File: config.mk
export PLATFORM = sky130hd
export DESIGN_NAME = arbiter_req_bot
export DESIGN_NICKNAME = d
export VERILOG_FILES = /design/src/rtl/arbiter_req_bot.sv
export SDC_FILE = /design/constraint.sdc
export NUM_CORES = 1
export LEC_CHECK = 0
export CAP_MARGIN = 20
export CORE_ASPECT_RATIO = 1.2
export CORE_MARGIN = 1
export CORE_UTILIZATION = 55
export CTS_BUF_LIST = sky130_fd_sc_hd__clkbuf_8
export DETAILED_ROUTE_END_ITERATION = 10
export DONT_BUFFER_PORTS = 1
export HOLD_SLACK_MARGIN = 0.02
export MAX_ROUTING_LAYER = met4
export PLACE_DENSITY_LB_ADDON = 0.08
export SLEW_MARGIN = 20
export SYNTH_ARGS = -nofsm -noshare
export SYNTH_HDL_FRONTEND = slang
export SYNTH_SLANG_ARGS = --single-unit
File: constraint.sdc
create_clock -name clk -period 2.25 [get_ports clk]
set_input_delay 0.45 -clock clk [delete_from_list [all_inputs] [get_ports clk]]
set_output_delay 0.45 -clock clk [all_outputs]
set_load 0.05 [all_outputs]
File: src/rtl/arbiter_req_bot.sv
// Automated contestant for the two-player arbiter game: raises one request line
// after a pseudo-random reaction delay and holds it until the round resolves or times out.
module arbiter_req_bot #(
  parameter int         CLOCK_FREQ      = 1000,
  parameter int         PRESCALER_COUNT = 250,
  parameter int         MIN_DELAY       = 2,
  parameter int         HOLD_TICKS      = 4,
  parameter logic [7:0] LFSR_SEED       = 8'hA5
) (
  input  logic       clk,
  input  logic       rst_in,
  input  logic       enable_in,
  input  logic       arm_in,
  input  logic       grant_in,
  input  logic       round_over_in,
  output logic       req_out,
  output logic       busy_out,
  output logic [4:0] delay_out,
  output logic [3:0] win_cnt_out
);

  localparam int         PW        = $clog2(PRESCALER_COUNT);
  localparam int         HW        = $clog2(HOLD_TICKS + 1);
  localparam logic [7:0] SEED_EFF  = (LFSR_SEED == 8'h00) ? 8'h01 : LFSR_SEED;

  generate
    if (PRESCALER_COUNT < 2 || MIN_DELAY < 1 || MIN_DELAY > 16 || HOLD_TICKS < 1 || CLOCK_FREQ < 1) begin : g_param_check
      $error("arbiter_req_bot: illegal parameter value");
    end
  endgenerate

  typedef enum logic [1:0] {
    S_IDLE     = 2'd0,
    S_WAIT     = 2'd1,
    S_REQ      = 2'd2,
    S_COOLDOWN = 2'd3
  } state_e;

  state_e        state_q, state_d;
  logic [PW-1:0] presc_q, presc_d;
  logic [4:0]    delay_cnt_q, delay_cnt_d;
  logic [HW-1:0] hold_cnt_q, hold_cnt_d;
  logic [7:0]    lfsr_q, lfsr_d;
  logic [4:0]    delay_q, delay_d;
  logic [3:0]    win_q, win_d;
  logic          req_q, busy_q;
  logic          tick_s;
  logic [4:0]    new_delay_s;

  assign tick_s      = (presc_q == PW'(PRESCALER_COUNT - 1));
  assign new_delay_s = 5'(MIN_DELAY) + {1'b0, lfsr_q[3:0]};

  always_comb begin
    state_d     = state_q;
    presc_d     = tick_s ? '0 : presc_q + PW'(1);
    delay_cnt_d = delay_cnt_q;
    hold_cnt_d  = hold_cnt_q;
    delay_d     = delay_q;
    win_d       = win_q;
    lfsr_d      = {lfsr_q[6:0], lfsr_q[7] ^ lfsr_q[5] ^ lfsr_q[4] ^ lfsr_q[3]};

    if (!enable_in) begin
      state_d = S_IDLE;
    end else begin
      case (state_q)
        S_IDLE: begin
          if (arm_in) begin
            delay_d     = new_delay_s;
            delay_cnt_d = new_delay_s;
            presc_d     = '0;
            state_d     = S_WAIT;
          end else begin
            state_d = S_IDLE;
          end
        end
        S_WAIT: begin
          // Opponent already won before we fired: skip the request entirely.
          if (round_over_in) begin
            state_d = S_COOLDOWN;
          end else if (tick_s) begin
            if (delay_cnt_q == 5'd1) begin
              hold_cnt_d = HW'(HOLD_TICKS);
              presc_d    = '0;
              state_d    = S_REQ;
            end else begin
              delay_cnt_d = delay_cnt_q - 5'd1;
            end
          end else begin
            state_d = S_WAIT;
          end
        end
        S_REQ: begin
          if (grant_in) begin
            win_d   = (win_q != 4'd15) ? win_q + 4'd1 : win_q;
            state_d = S_COOLDOWN;
          end else if (round_over_in) begin
            state_d = S_COOLDOWN;
          end else if (tick_s) begin
            if (hold_cnt_q == HW'(1)) begin
              state_d = S_COOLDOWN;
            end else begin
              hold_cnt_d = hold_cnt_q - HW'(1);
            end
          end else begin
            state_d = S_REQ;
          end
        end
        S_COOLDOWN: begin
          // A held arm level must not start another round.
          if (!arm_in) begin
            state_d = S_IDLE;
          end else begin
            state_d = S_COOLDOWN;
          end
        end
        default: begin
          state_d = S_IDLE;
        end
      endcase
    end
  end

  always_ff @(posedge clk) begin
    if (rst_in) begin
      state_q     <= S_IDLE;
      presc_q     <= '0;
      delay_cnt_q <= 5'd0;
      hold_cnt_q  <= '0;
      lfsr_q      <= SEED_EFF;
      delay_q     <= 5'd0;
      win_q       <= 4'd0;
      req_q       <= 1'b0;
      busy_q      <= 1'b0;
    end else begin
      state_q     <= state_d;
      presc_q     <= presc_d;
      delay_cnt_q <= delay_cnt_d;
      hold_cnt_q  <= hold_cnt_d;
      lfsr_q      <= lfsr_d;
      delay_q     <= delay_d;
      win_q       <= win_d;
      // Output decodes lag the state by one cycle; enable low clears them at once.
      req_q       <= (state_q == S_REQ) && enable_in;
      busy_q      <= (state_q != S_IDLE) && enable_in;
    end
  end

  assign req_out     = req_q;
  assign busy_out    = busy_q;
  assign delay_out   = delay_q;
  assign win_cnt_out = win_q;

endmodule

======== Word level (Yosys, flattened, before mapping) ========
Cells that the tools add are included.
W data, S select, Z words.
word-level totals
  register bits ........................... 37
  input port bits ......................... 6
  output and inout bits ................... 11
  word-level logic and storage cells ...... 78
operators by class
  reductions and logical operators ........ 12
  mux-type cells .......................... 30
  bitwise operators ....................... 4
  equality and inequality tests ........... 18
  $add $sub $neg .......................... 5
operators with widths
  kind                   number
  $mux W8                6
  $mux W3                7
  $mux W5                4
  $ne A2 B2 Y1 const B   9
  $mux W2                8
  $pmux W8 S2            1
  $pmux W5 S2            1
  $reduce_and A9 Y1      1
  $add A8 B1 Y8 const B  1
  $eq A8 B8 Y1 const B   1
  $ne A4 B4 Y1 const B   2
  $pmux W2 S4            1
  $pmux W3 S2            1
  $reduce_and A6 Y1      1
  $reduce_bool A2 Y1     3
  $add A2 B4 Y5 const A  1
  $eq A5 B1 Y1 const B   1
  $ne A5 B5 Y1 const B   1
  $sub A5 B1 Y5 const B  1
  $add A4 B1 Y4 const B  1
  $eq A2 B2 Y1 const B   2
  $reduce_and A4 Y1      1
  $eq A3 B1 Y1 const B   1
  $reduce_and A3 Y1      1
  other kinds (9)        12

======== Depth between registers and ports, before layout ========
  word-level depth ........................ 7
  gate-level depth with buffers ........... 7

======== Least setup slack after synthesis ========
No wires, ideal clock.
  path kind ............................... flip-flop to flip-flop
  start ................................... register delay_cnt_q[1]
  end ..................................... register state_q[0]
  buffers on the path ..................... 1
  cell stages (with the launch flop) ...... 8
  path slack .............................. 0.617 ns
  setup time .............................. 0.066 ns
  arrival time ............................ 1.567 ns
  cells stage by stage .................... dfxtp_1 inv_1 ha_1 or4b_4 buf_6 a22o_1 a31oi_1 a21boi_2
between the ends
  cells in the longest elaborated chain, start to end .. 3
ends and longest elaborated chain
  what                         RTL line  text
  start: declaration           41        logic [4:0] delay_cnt_q, delay_cnt_d;
  start signal: assignment     137       delay_cnt_q <= delay_cnt_d;
  $eq A5 B1 Y1                 81        if (delay_cnt_q == 5'd1) begin
  $ne A4 B4 Y1 (no line)       n/a
  $reduce_and A2 Y1 (no line)  n/a
  end signal: assignment       135       state_q <= state_d;
  end: declaration             39        state_e state_q, state_d;
No other way between the ends.
A chain may end at the register's enable or synchronous reset.

======== Worst setup path in the final report ========
  start ................................... register presc_q[0]
  end ..................................... register delay_cnt_q[0]
between the ends
  cells in the longest elaborated chain, start to end .. 3
ends and longest elaborated chain
  what                         RTL line  text
  start: declaration           40        logic [PW-1:0] presc_q, presc_d;
  start signal: assignment     136       presc_q <= presc_d;
  $eq A8 B8 Y1                 50        assign tick_s = (presc_q == PW'(PRESCALER_COUNT - 1));
  $ne A2 B2 Y1 (no line)       n/a
  $reduce_and A6 Y1 (no line)  n/a
No other way between the ends.

==> impl_metrics.env <==
export IMPL_clkTransAtPathRegs_ns=0.08
export IMPL_synth_top_area_share_pct=40.0
export IMPL_power_leakage_nw=0.706
export IMPL_clk_path_buf_depth=2
export IMPL_wl_per_cell_um=15.2
export IMPL_cts_root_buf="clkbuf_8"
export IMPL_grt_max_degree=31
export IMPL_first_pass_iters=4
export IMPL_die_area_um2=3610
export IMPL_h_tree_depth=2
export IMPL_rows=22
export IMPL_worst_pin_slew_ns=0.683
export IMPL_coreArea_um2=3140
export IMPL_drv_slew=0
export IMPL_cts_hold_buf=0
export IMPL_n_antenna_cell=0
export IMPL_totalWireLength_um=3730
export IMPL_grt_overflow=0
export IMPL_syn_avg_cell_area_um2=9.00
export IMPL_synthArstFlopShare_pct=0
export IMPL_rsz0062_at_grt="no"
export IMPL_min_period_ns=1.80
export IMPL_drc_errors=0
export IMPL_grt_pass1_wl_um=6000
export IMPL_first_global_vias=1408
export IMPL_timing_fmax_ghz=0.554
export IMPL_crit_type="reg -> reg"
export IMPL_slew_headroom_pct=54.1
export IMPL_synthesis_nets=220
export IMPL_fp_dieH_um=65.6
export IMPL_cts_resized_gates=0
export IMPL_cp_depth=5
export IMPL_outcome="complete, no violations"
export IMPL_ys_top_cells_by_count="dfxtp_1, nor2_1, a21oi_1"
export IMPL_hpwl_um=2660
export IMPL_required_ns=2.46
export IMPL_synth_area_leaders="dfxtp_1, ha_1, nor2_1"
export IMPL_syn_inst=206
export IMPL_synth_ff_latch_count=37
export IMPL_synth_ff_type="dfxtp_1"
export IMPL_slowest_delay_ns=0.59
export IMPL_cts_made_buffers=5
export IMPL_clock_latency_ns=0.29
export IMPL_max_cap_violations=0
export IMPL_synth_warnings=0
export IMPL_skew_ns=0.0115
export IMPL_antenna_found_initial=0
export IMPL_crit_chain="ha_1, nand3_1, nor4_1, nand3_1, a311oi_1"
export IMPL_slowest_stage="nor4_1"
export IMPL_critPathCaptureType="flip-flop"
export IMPL_grtUsageTotal_pct=23.6
export IMPL_start_util_pct=59.1
export IMPL_ys_seq_area_share_pct=40.0
export IMPL_finalPower_mw=1.55
export IMPL_gp_congestion=0.912
export IMPL_rr_worst_depth=5
export IMPL_drive_above_1_share_pct=11.5
export IMPL_area_growth_pct=9.12
export IMPL_drt_iter0_drc=48
export IMPL_synth_most_common_cell="dfxtp_1"
export IMPL_path_buf_inv=0
export IMPL_ioPinCount=17
export IMPL_cts_tree="yes"
export IMPL_cp_start_kind="flip-flop"
export IMPL_synth_top_area_cell="dfxtp_1"
export IMPL_port_buffers=0
export IMPL_cp_top_family="simple AND/OR/NAND/NOR gates"
export IMPL_nets=222
export IMPL_post_cts_repair_setup_buffers=0
export IMPL_die_w_um=55.0
export IMPL_ant_nets=0
export IMPL_vias=1482
export IMPL_vdd_drop_max_mv=0.681
export IMPL_finalCritPeriodShare_pct=80.2
export IMPL_setup_tns_ns=0
export IMPL_synth_edf_count=0
export IMPL_mappedNetlistArea_um2=1850
export IMPL_power_density_nw_per_um2=768
export IMPL_holdPathStages=1
export IMPL_report_final_hold_viol_count=0
export IMPL_critical_path_peak_fanout=5
export IMPL_hp_class="in -> reg"
export IMPL_viasPerCell=6.05
export IMPL_arrival_ns=2.01
export IMPL_yosysUniqueCellTypes=46
export IMPL_setup_viol=0
export IMPL_crit_path_frequent_cell="nand3_1"
export IMPL_cts_sinks=37
[per-stage QoR]
step	setup slack, ns	area (µm²)	util [%]	hold slack (ns)	cells
after global placement	0.559	1880	60.0	0.395	237
after floorplan	0.617	1850	-	0.389	206
after CTS	0.448	2020	64.4	0.206	245
final	0.445	2020	64.4	0.217	245
after global routing	0.285	2020	64.4	0.203	245
after detailed placement	0.461	1880	60.0	0.403	237
[final cells by class]
type / instances / area [µm²]
fillers: 282 / 1120
multi-input cells: 152 / 1040
flip-flops and latches: 37 / 741
clock buffers: 5 / 68.8
clock inverters: 3 / 68.8
well taps: 36 / 45.0
repair buffers: 4 / 30.0
inverters: 8 / 30.0
[path summary, 6_finish.rpt]
check	from	to	slack, ns
min reg2reg	lfsr_q[6]	lfsr_q[7]	0.42
min	rst_in	hold_cnt_q[2]	0.22
max reg2reg	presc_q[0]	delay_cnt_q[0]	0.45
max	presc_q[0]	delay_cnt_q[0]	0.45
[layer usage]
metal / vias to the layer above / wire length, µm / track usage, %
met5: - / 0 / -
met4: 0 / 62 / 11.3
met3: 8 / 128 / 6.94
met2: 31 / 1970 / 38.3
met1: 709 / 1570 / 25.5
li1: 734 / - / -
[flip-flops by register name, indices dropped and copies added (netlist names)]
register / cells
req_out: 1
state_q: 2
presc_q: 8
hold_cnt_q: 3
lfsr_q: 8
win_cnt_out: 4
delay_out: 5
busy_out: 1
delay_cnt_q: 5
[layout by cell type, fill, tap and decap left out, drive strengths merged, types with 3 or more instances in the layout]
cell type / count
nand4: 6
nor2b: 7
xor2: 5
or2: 5
nand3: 9
nand4b: 4
dfxtp: 37
a21oi: 12
nor3: 7
clkbuf: 5
inv: 9
nor2: 23
and4: 3
ha: 8
nand2b: 7
nand2: 11
xnor2: 7
buf: 4
o21ai: 7
[worst register-to-register path: stages, from the launching register on]
cell,delay (ns)
dfxtp_1,0.39
ha_1,0.20
nand3_1,0.10
nor4_1,0.59
nand3_1,0.18
a311oi_1,0.26
[cells by family after synthesis]
| kind of cell | count (synthesis) | share of synthesized area (%) |
|---|---|---|
| buffers and inverters | 17 | 3.98 |
| AO/OA/AOI/OAI | 38 | 14.9 |
| multiplexers | 1 | 0.540 |
| AND/OR/NAND/NOR | 93 | 29.5 |
| adder cells (fa/ha/maj) | 8 | 5.40 |
| XOR/XNOR | 12 | 5.67 |
| flip-flops | 37 | 40.0 |
[power by group]
part | switching [mW] | internal (mW) | total (mW) | leakage (nW)
Combinational | 0.0620 | 0.0571 | 0.119 | 0.334
Clock | 0.249 | 0.446 | 0.696 | 0.0687
Sequential | 0.0525 | 0.685 | 0.738 | 0.303
Total | 0.364 | 1.19 | 1.55 | 0.706
Note: power is estimated with default switching activity, not from simulation.
